## src/rtl/dla_hld_ram_pkg.sv

```systemverilog
// Helpers shared by the HLD RAM wrapper and its read-side streamer so both
// agree on the read latency implied by the port-b register options.
package dla_hld_ram_pkg;

  localparam int MAX_READ_LATENCY = 2;

  function automatic int ram_read_latency(input int reg_addr, input int reg_data);
    return reg_addr + reg_data;
  endfunction

  // Enough slots to cover every in-flight read plus one cycle of pop-to-credit delay.
  function automatic int stream_buf_depth(input int read_latency);
    return read_latency + 2;
  endfunction

endpackage

```

## src/rtl/dla_hld_ram_read_streamer_buffer.sv

```systemverilog
// Small register FIFO for read responses; control is reset, storage is not.
// There is no full-side flow control: the parent guarantees it is never overrun.
module dla_hld_ram_read_streamer_buffer #(
  parameter int WIDTH = 16,
  parameter int DEPTH = 4,
  localparam int CNT_W = $clog2(DEPTH + 1)
) (
  input  logic             clock_i,
  input  logic             resetn_i,
  input  logic             push_i,
  input  logic [WIDTH-1:0] push_data_i,
  input  logic             pop_i,
  output logic             empty_o,
  output logic [CNT_W-1:0] count_o,
  output logic [WIDTH-1:0] head_data_o
);

  localparam int PTR_W = (DEPTH > 1) ? $clog2(DEPTH) : 1;

  logic [WIDTH-1:0] mem_q [DEPTH];
  logic [PTR_W-1:0] wr_ptr_q, wr_ptr_d;
  logic [PTR_W-1:0] rd_ptr_q, rd_ptr_d;
  logic [CNT_W-1:0] count_q, count_d;
  logic             pop_ok;

  // DEPTH is usually not a power of two, so wrap by compare rather than mask.
  function automatic logic [PTR_W-1:0] ptr_inc(input logic [PTR_W-1:0] ptr);
    return (ptr == PTR_W'(DEPTH - 1)) ? '0 : ptr + PTR_W'(1);
  endfunction

  assign empty_o     = (count_q == '0);
  assign pop_ok      = pop_i & ~empty_o;
  assign count_o     = count_q;
  assign head_data_o = mem_q[rd_ptr_q];

  always_comb begin
    wr_ptr_d = push_i ? ptr_inc(wr_ptr_q) : wr_ptr_q;
    rd_ptr_d = pop_ok ? ptr_inc(rd_ptr_q) : rd_ptr_q;
    count_d  = count_q + CNT_W'(push_i) - CNT_W'(pop_ok);
  end

  always_ff @(posedge clock_i or negedge resetn_i) begin
    if (!resetn_i) begin
      wr_ptr_q <= '0;
      rd_ptr_q <= '0;
      count_q  <= '0;
    end else begin
      wr_ptr_q <= wr_ptr_d;
      rd_ptr_q <= rd_ptr_d;
      count_q  <= count_d;
    end
  end

  always_ff @(posedge clock_i) begin
    if (push_i) begin
      mem_q[wr_ptr_q] <= push_data_i;
    end
  end

endmodule

```

## src/rtl/dla_hld_ram_read_streamer.sv

```systemverilog
// Read-side controller for a simple-dual-port RAM: address stream in, data stream
// out, with credits covering the RAM's fixed read latency so backpressure never drops reads.
module dla_hld_ram_read_streamer
  import dla_hld_ram_pkg::*;
#(
  parameter int DEPTH               = 32,
  parameter int WIDTH               = 16,
  parameter int REGISTER_B_ADDRESS  = 1,
  parameter int REGISTER_B_READDATA = 1,
  localparam int ADDR = $clog2(DEPTH)
) (
  input  logic             clock,
  input  logic             resetn,
  input  logic             req_valid,
  output logic             req_ready,
  input  logic [ADDR-1:0]  req_address,
  output logic             rsp_valid,
  input  logic             rsp_ready,
  output logic [WIDTH-1:0] rsp_data,
  output logic [ADDR-1:0]  ram_b_address,
  output logic             ram_b_read_enable,
  output logic             ram_b_in_clock_en,
  output logic             ram_b_out_clock_en,
  input  logic [WIDTH-1:0] ram_b_readdata
);

  localparam int READ_LATENCY = ram_read_latency(REGISTER_B_ADDRESS, REGISTER_B_READDATA);
  localparam int BUF_DEPTH    = stream_buf_depth(READ_LATENCY);
  localparam int USED_W       = $clog2(BUF_DEPTH + 1);

  logic              accept;
  logic              pop;
  logic              capture;
  logic              buf_empty;
  logic [USED_W-1:0] buf_count;
  logic [USED_W-1:0] used_q, used_d;

  // Ready comes only from the registered credit count, never from rsp_ready.
  assign req_ready = resetn & (used_q < USED_W'(BUF_DEPTH));
  assign accept    = req_valid & req_ready;
  assign rsp_valid = ~buf_empty;
  assign pop       = rsp_valid & rsp_ready;

  assign ram_b_address      = req_address;
  assign ram_b_read_enable  = accept;
  assign ram_b_in_clock_en  = 1'b1;
  assign ram_b_out_clock_en = 1'b1;

  generate
    if (READ_LATENCY == 0) begin : g_no_latency
      assign capture = accept;
    end else begin : g_latency
      logic [READ_LATENCY-1:0] inflight_q, inflight_d;

      assign inflight_d[0] = accept;
      for (genvar gi = 1; gi < READ_LATENCY; gi++) begin : g_stage
        assign inflight_d[gi] = inflight_q[gi-1];
      end

      always_ff @(posedge clock or negedge resetn) begin
        if (!resetn) begin
          inflight_q <= '0;
        end else begin
          inflight_q <= inflight_d;
        end
      end

      assign capture = inflight_q[READ_LATENCY-1];
    end
  endgenerate

  assign used_d = used_q + USED_W'(accept) - USED_W'(pop);

  always_ff @(posedge clock or negedge resetn) begin
    if (!resetn) begin
      used_q <= '0;
    end else begin
      used_q <= used_d;
    end
  end

  dla_hld_ram_read_streamer_buffer #(
    .WIDTH (WIDTH),
    .DEPTH (BUF_DEPTH)
  ) u_buffer (
    .clock_i     (clock),
    .resetn_i    (resetn),
    .push_i      (capture),
    .push_data_i (ram_b_readdata),
    .pop_i       (pop),
    .empty_o     (buf_empty),
    .count_o     (buf_count),
    .head_data_o (rsp_data)
  );

`ifndef SYNTHESIS
  always @(posedge clock) begin
    if (resetn) begin
      assert (!(capture && (buf_count == USED_W'(BUF_DEPTH))));
      assert (used_q <= USED_W'(BUF_DEPTH));
      assert (READ_LATENCY <= MAX_READ_LATENCY);
    end
  end
`endif

endmodule

```

## config.mk

```make
export PLATFORM = sky130hd
export DESIGN_NAME = dla_hld_ram_read_streamer
export DESIGN_NICKNAME = d
export VERILOG_FILES = /design/src/rtl/dla_hld_ram_pkg.sv /design/src/rtl/dla_hld_ram_read_streamer_buffer.sv /design/src/rtl/dla_hld_ram_read_streamer.sv
export SDC_FILE = /design/constraint.sdc
export NUM_CORES = 1
export LEC_CHECK = 0
export BUFFER_PORTS_ARGS = -buffer_cell sky130_fd_sc_hd__buf_4
export CAP_MARGIN = 25
export CORE_ASPECT_RATIO = 0.9
export CORE_MARGIN = 5
export CORE_UTILIZATION = 40
export DETAILED_ROUTE_END_ITERATION = 10
export GPL_TIMING_DRIVEN = 0
export PLACE_DENSITY = 0.68
export SLEW_MARGIN = 10
export SYNTH_ARGS = -nofsm -noshare
export SYNTH_HDL_FRONTEND = slang
export SYNTH_SLANG_ARGS = --single-unit
```

## constraint.sdc

```tcl
create_clock -name clock -period 4.1 [get_ports clock]
set_input_delay 0.615 -clock clock [delete_from_list [all_inputs] [get_ports clock]]
set_output_delay 0.615 -clock clock [all_outputs]
set_load 0.005 [all_outputs]
```

# Word level (Yosys, flattened, before mapping)
# Memories as Yosys holds them, arrays and structs flattened.
# Cells that the tools add are included.
[op_classes]
add_sub_neg = 6
n_mul = 0
div_mod_pow = 0
n_lt_le_gt_ge = 1
n_eq_ne = 2
shifts = 0
n_mux = 4
n_bitwise = 5
reduce_logical = 1
[op_table]
columns = ["cell", "n"]
rows = [
  ["adder 3 x 1 -> 3 bit", 2],
  ["subtractor 3 x 1 -> 3 bit", 2],
  ["adder 2 x 1 -> 2 bit, second input constant", 2],
  ["AND 1 bit", 4],
  ["== test 2 bit, second input constant", 2],
  ["two-way mux 2 bit", 2],
  ["logical NOT 3 bit", 1],
  ["less-than comparator 3 bit, second input constant", 1],
  ["two-way mux 1 bit", 2],
  ["inverter 1 bit", 1],
]
[word_totals]
reg_bits = 12
latchBits = 0
mem_bits_rw = 64
rom_bits = 0
input_bits = 25
out_inout_bits = 26
elab_cells = 25
memories = 1
[memory_table]
columns = ["name", "depth", "width", "read_ports", "rd_clocked_by_memory_dff", "write_ports", "line", "source"]
rows = [
  ["u_buffer.mem_q", 4, 16, 1, 0, 1, "dla_hld_ram_read_streamer_buffer.sv:20", "logic [WIDTH-1:0] mem_q [DEPTH];"],
]

# Depth between registers and ports, before layout
[logic_depth]
ltp_word = 5
mapped_depth = 8
ltp_nobuf = 8

# By module
# Synthesis repeated with hierarchy kept, for this count alone.
[hier_totals]
cells_unflattened = 146
area_unflattened_um2 = 3059.2
[by_module_without_submodules]
columns = ["mod", "instances", "cells_each", "area_per_inst_um2", "seq_area_each_um2"]
rows = [
  ["dla_hld_ram_read_streamer_buffer", 1, 121, 2766.4, 2097.0],
  ["dla_hld_ram_read_streamer", 1, 25, 292.8, 125.1],
]

# Least setup slack after synthesis
# No wires, ideal clock.
[synth_path]
kind = "register to register"
startpoint = "register u_buffer.count_q[0] (netlist: u_buffer.count_o[0])"
endpoint = "register u_buffer.count_q[2] (netlist: u_buffer.count_o[2])"
setup_ps = 123
arrival_ps = 1944
required_time_ps = 3977
setup_slack_ps = 2033
stages_incl_launch_ff = 9
synth_period_minus_slack_ps = 2067
cell_sequence = "dfrtp_1 -> o31ai_1 -> inv_1 -> ha_1 -> inv_1 -> ha_1 -> fa_1 -> xnor2_1 -> xnor2_1"
[synth_between]
elab_chain_len = 5
word_cells_on_any_way = 6
classes_between = "add/sub (2); bitwise (3); reduce/logical (1)"
[synth_lines]
columns = ["element", "line", "source"]
rows = [
  ["start, declared", "dla_hld_ram_read_streamer_buffer.sv:23", "logic [CNT_W-1:0] count_q, count_d;"],
  ["start signal, assigned", "dla_hld_ram_read_streamer_buffer.sv:50", "count_q <= count_d;"],
  ["logical NOT 3 bit *", "dla_hld_ram_read_streamer_buffer.sv:31", "assign empty_o = (count_q == '0);"],
  ["inverter 1 bit *", "dla_hld_ram_read_streamer_buffer.sv:32, dla_hld_ram_read_streamer.sv:41", ""],
  ["AND 1 bit", "dla_hld_ram_read_streamer.sv:42", "assign pop = rsp_valid & rsp_ready;"],
  ["AND 1 bit *", "dla_hld_ram_read_streamer_buffer.sv:32", "assign pop_ok = pop_i & ~empty_o;"],
  ["net u_buffer.pop_ok", "dla_hld_ram_read_streamer_buffer.sv:24", "logic pop_ok;"],
  ["subtractor 3 x 1 -> 3 bit *", "dla_hld_ram_read_streamer_buffer.sv:39", "count_d = count_q + CNT_W'(push_i) - CNT_W'(pop_ok);"],
  ["net u_buffer.count_d[2]", "dla_hld_ram_read_streamer_buffer.sv:23", ""],
]
# Mark *: on every way through the listed nets, which the timed path passes. The rest lies on a longest branch.
# A chain may end at the register's enable or synchronous reset.

# Final worst setup path
[layout_path]
startpoint = "register u_buffer.rd_ptr_q[1]"
endpoint = "output port rsp_data[14]"
[layout_between]
elab_chain_len = 1
[layout_lines]
columns = ["element", "line", "source"]
rows = [
  ["start, declared", "dla_hld_ram_read_streamer_buffer.sv:22", "logic [PTR_W-1:0] rd_ptr_q, rd_ptr_d;"],
  ["start signal, assigned", "dla_hld_ram_read_streamer_buffer.sv:49", "rd_ptr_q <= rd_ptr_d;"],
  ["memory (4 x 16 bit)", "n/a", ""],
  ["end, declared", "dla_hld_ram_read_streamer.sv:19", "output logic [WIDTH-1:0] rsp_data,"],
]
# No other way between the ends.

==> results.yml <==
sta:
  relSlewSlack_pct: 42.9
  layout_min_cycle_time_ns: 2.34
  period_share_pct: 57.1
  rsz0062_at_grt: "no"
  finalMaxSlewViolations: 0
  final_hold_viol_count: 0
  setup_violations: 0
  timing.hold.ws_ns: 0.0993
  tns_ns: 0
  skew_ns: 0.00530
  worst_pin_slew_ns: 0.856
  timing.fmax_mhz: 427
synthesis:
  synthTopCellsByArea: "edfxtp_1, dfrtp_1, mux4_1"
  ys_warn_count: 0
  syn_inst: 145
  netlist_area_um2: 3040
  syn_area_per_cell_um2: 21.0
  synth_top_area_share_pct: 63.2
  ys_seq_elements: 76
  yosysTopAreaCell: "edfxtp_1"
  synth_cell_types: 23
  synth_seq_area_share_pct: 73.1
detailed_routing:
  via_count: 1397
  ant_nets: 0
  drtPass1Iterations: 4
  routedWlPerCell_um: 16.2
  via_per_inst: 4.66
  wirelength_um: 4850
  drt-initial-drc-count: 36
  drcViolationCount: 0
clock_network:
  insertion_delay_ns: 0.34
  postCtsHoldBufs: 0
  path_clk_slew_ns: 0.07
  cts_sinks: 76
  clock_path_buffers: 2
  cts_tree: "built"
  cts_max_level: 3
  ctsResizeCount: 0
  ctsRootBufferMaster: "clkbuf_8"
  cts_buffers: 9
  cts_setup_buffers: 0
setup_path:
  startpoint_type: "flip-flop"
  required_ns: 3.48
  r2r-start: "u_buffer.count_o[1]"
  r2r_cells: 8
  critPathMostFrequentCell: "buf_2"
  critical-path-slowest-cell: "mux4_2"
  r2r_end: "u_buffer.count_o[2]"
  r2r_slack_ns: 1.82
  crit_fanout: 10
  cp-startpoint: "u_buffer.rd_ptr_q[1]"
  endpoint: "rsp_data[14]"
  cp_cell_sequence: "buf_2 -> buf_2 -> mux4_2 -> buf_4"
  slowest_delay_ns: 0.36
  path_class: "flip-flop to output pin"
  end_kind: "output pin"
  arrival_ns: 1.73
floorplanning:
  start_util_pct: 40.7
  coreArea_um2: 7470
  die_x_um: 102
  fp-row-count: 30
  boundaryPins: 51
  die_y_um: 92.7
  dieArea_um2: 9440
placed_design:
  dpl.hpwl_um: 3280
  post_dp_cell_area_um2: 3490
  numPortBuffers: 43
  place.gp.congestion: 0.769
  dp.cells: 285
job:
  max_cap_violations: 0
worst_hold_path:
  worstHoldPathType: "primary input to async pin"
power_and_ir_drop:
  vdd_drop_max_mv: 0.323
  power_density_nw_per_um2: 614
  p_int_mw: 1.68
  p_clk_share_pct: 26.4
  finalPower_mw: 2.27
  p_switching_mw: 0.596
  sw_frac_of_total_pct: 26.2
  p_leak_nw: 1.41
  power_frac_comb_pct: 30.2
  power_frac_seq_pct: 43.5
outcome:
  outcome: "complete, no violations"
layout:
  fin_area_um2: 3700
  final_cell_mix: "edfxtp_1, buf_4, dfrtp_1, inv_1"
  drive_above_1_share_pct: 39.2
  nets: 236
  diodes: 0
  synthToLayoutAreaGrowth_pct: 21.7
  layout_commonest_cell: "edfxtp_1"
  instances_no_fill: 300
global_routing:
  grt_pass1_vias: 1575
  grt_first_pass_wirelength_um: 7850
  antenna_found_initial: 0
  grt_overflow: 0
  grt_max_degree: 17
  grtUsageTotal_pct: 11.4
==> Yosys cell counts, drive strengths merged <==
cell type  number
xnor2           3
nor2b           1
mux4           16
nand2           1
nor2            1
inv            11
dfrtp          12
fa              2
or3b            1
buf            11
conb            1
ha              9
mux2            2
and2            5
or3             1
o21ai           2
xor2            1
edfxtp         64
o31ai           1
==> final cells by class <==
class                      instances  area [um^2]
fill                             636         3770
sequential                        76         2220
multi-input combinational         48          686
timing repair buffer              43          323
clock buffer                       9          124
tap                               96          120
buffer                            11         93.8
clock inverter                     6         88.8
inverter                          11         41.3
==> how the worst min path moves through the flow <==
stage / from / end / slack (ns) / depth (start not counted)
floorplan: resetn / g_latency.inflight_q[0] / 0.32 / 0
global placement: g_latency.inflight_q[0] / g_latency.inflight_q[1] / 0.34 / 0
detailed placement: g_latency.inflight_q[0] / g_latency.inflight_q[1] / 0.35 / 0
CTS: resetn / u_buffer.count_o[2] / 0.09 / 1
global route: resetn / u_buffer.count_o[2] / 0.09 / 1
finish: resetn / u_buffer.count_o[2] / 0.1 / 1
==> power by group through the flow <==
| stage | sequential, mW | clock (mW) | combinational, mW |
|---|---|---|---|
| 6_report | 0.987 | 0.599 | 0.685 |
| 5_1_grt | 1.00 | 0.649 | 0.769 |
| 4_1_cts | 0.989 | 0.612 | 0.707 |
| 3_5_place_dp | 1.01 | 0 | 0.707 |
| 3_3_place_gp | 1.00 | 0 | 0.687 |
| 2_1_floorplan | 0.993 | 0 | 0.439 |
==> state kept, by name, indices dropped and copies added, names as in the netlist <==
register / flops
g_latency.inflight_q: 2
used_q: 3
u_buffer.rd_ptr_q: 2
u_buffer.wr_ptr_q: 2
u_buffer.count_o: 3
u_buffer.mem_q: 64
==> cells by family after synthesis <==
kind of cell	after synthesis	share of synthesized area [%]
other cells	1	0.123
simple gates	10	1.98
fa+ha+maj	11	5.02
xor+xnor	4	1.15
mux	18	13.6
flops	76	73.1
compound gates	3	0.576
buf+inv	22	4.45
==> worst max-delay path: cells and delay by family, from the launching register on <==
family / cells / cell delay, ns
muxes: 1 / 0.36
DFF: 1 / 0.34
buffers and inverters: 3 / 0.68
==> per-stage QoR <==
stage                     util [%]  setup slack, ns
after floorplan                  -             2.03
after global placement        46.7             1.83
after detailed placement      46.7             1.79
after CTS                     49.5             1.70
after global routing          49.5             1.64
final                         49.5             1.76
==> routing by layer <==
layer  up-vias  wire length [um]  track usage [%]  share of wire (%)
met2        43              2440             18.8                 50
met1       685              2000             13.6                 41
met3         8               348             4.37                7.2
li1        661                 -                -                  -
met5         -                 0                0                  0
met4         0                64             4.26                1.3
Power figures use the tool's default switching activity.
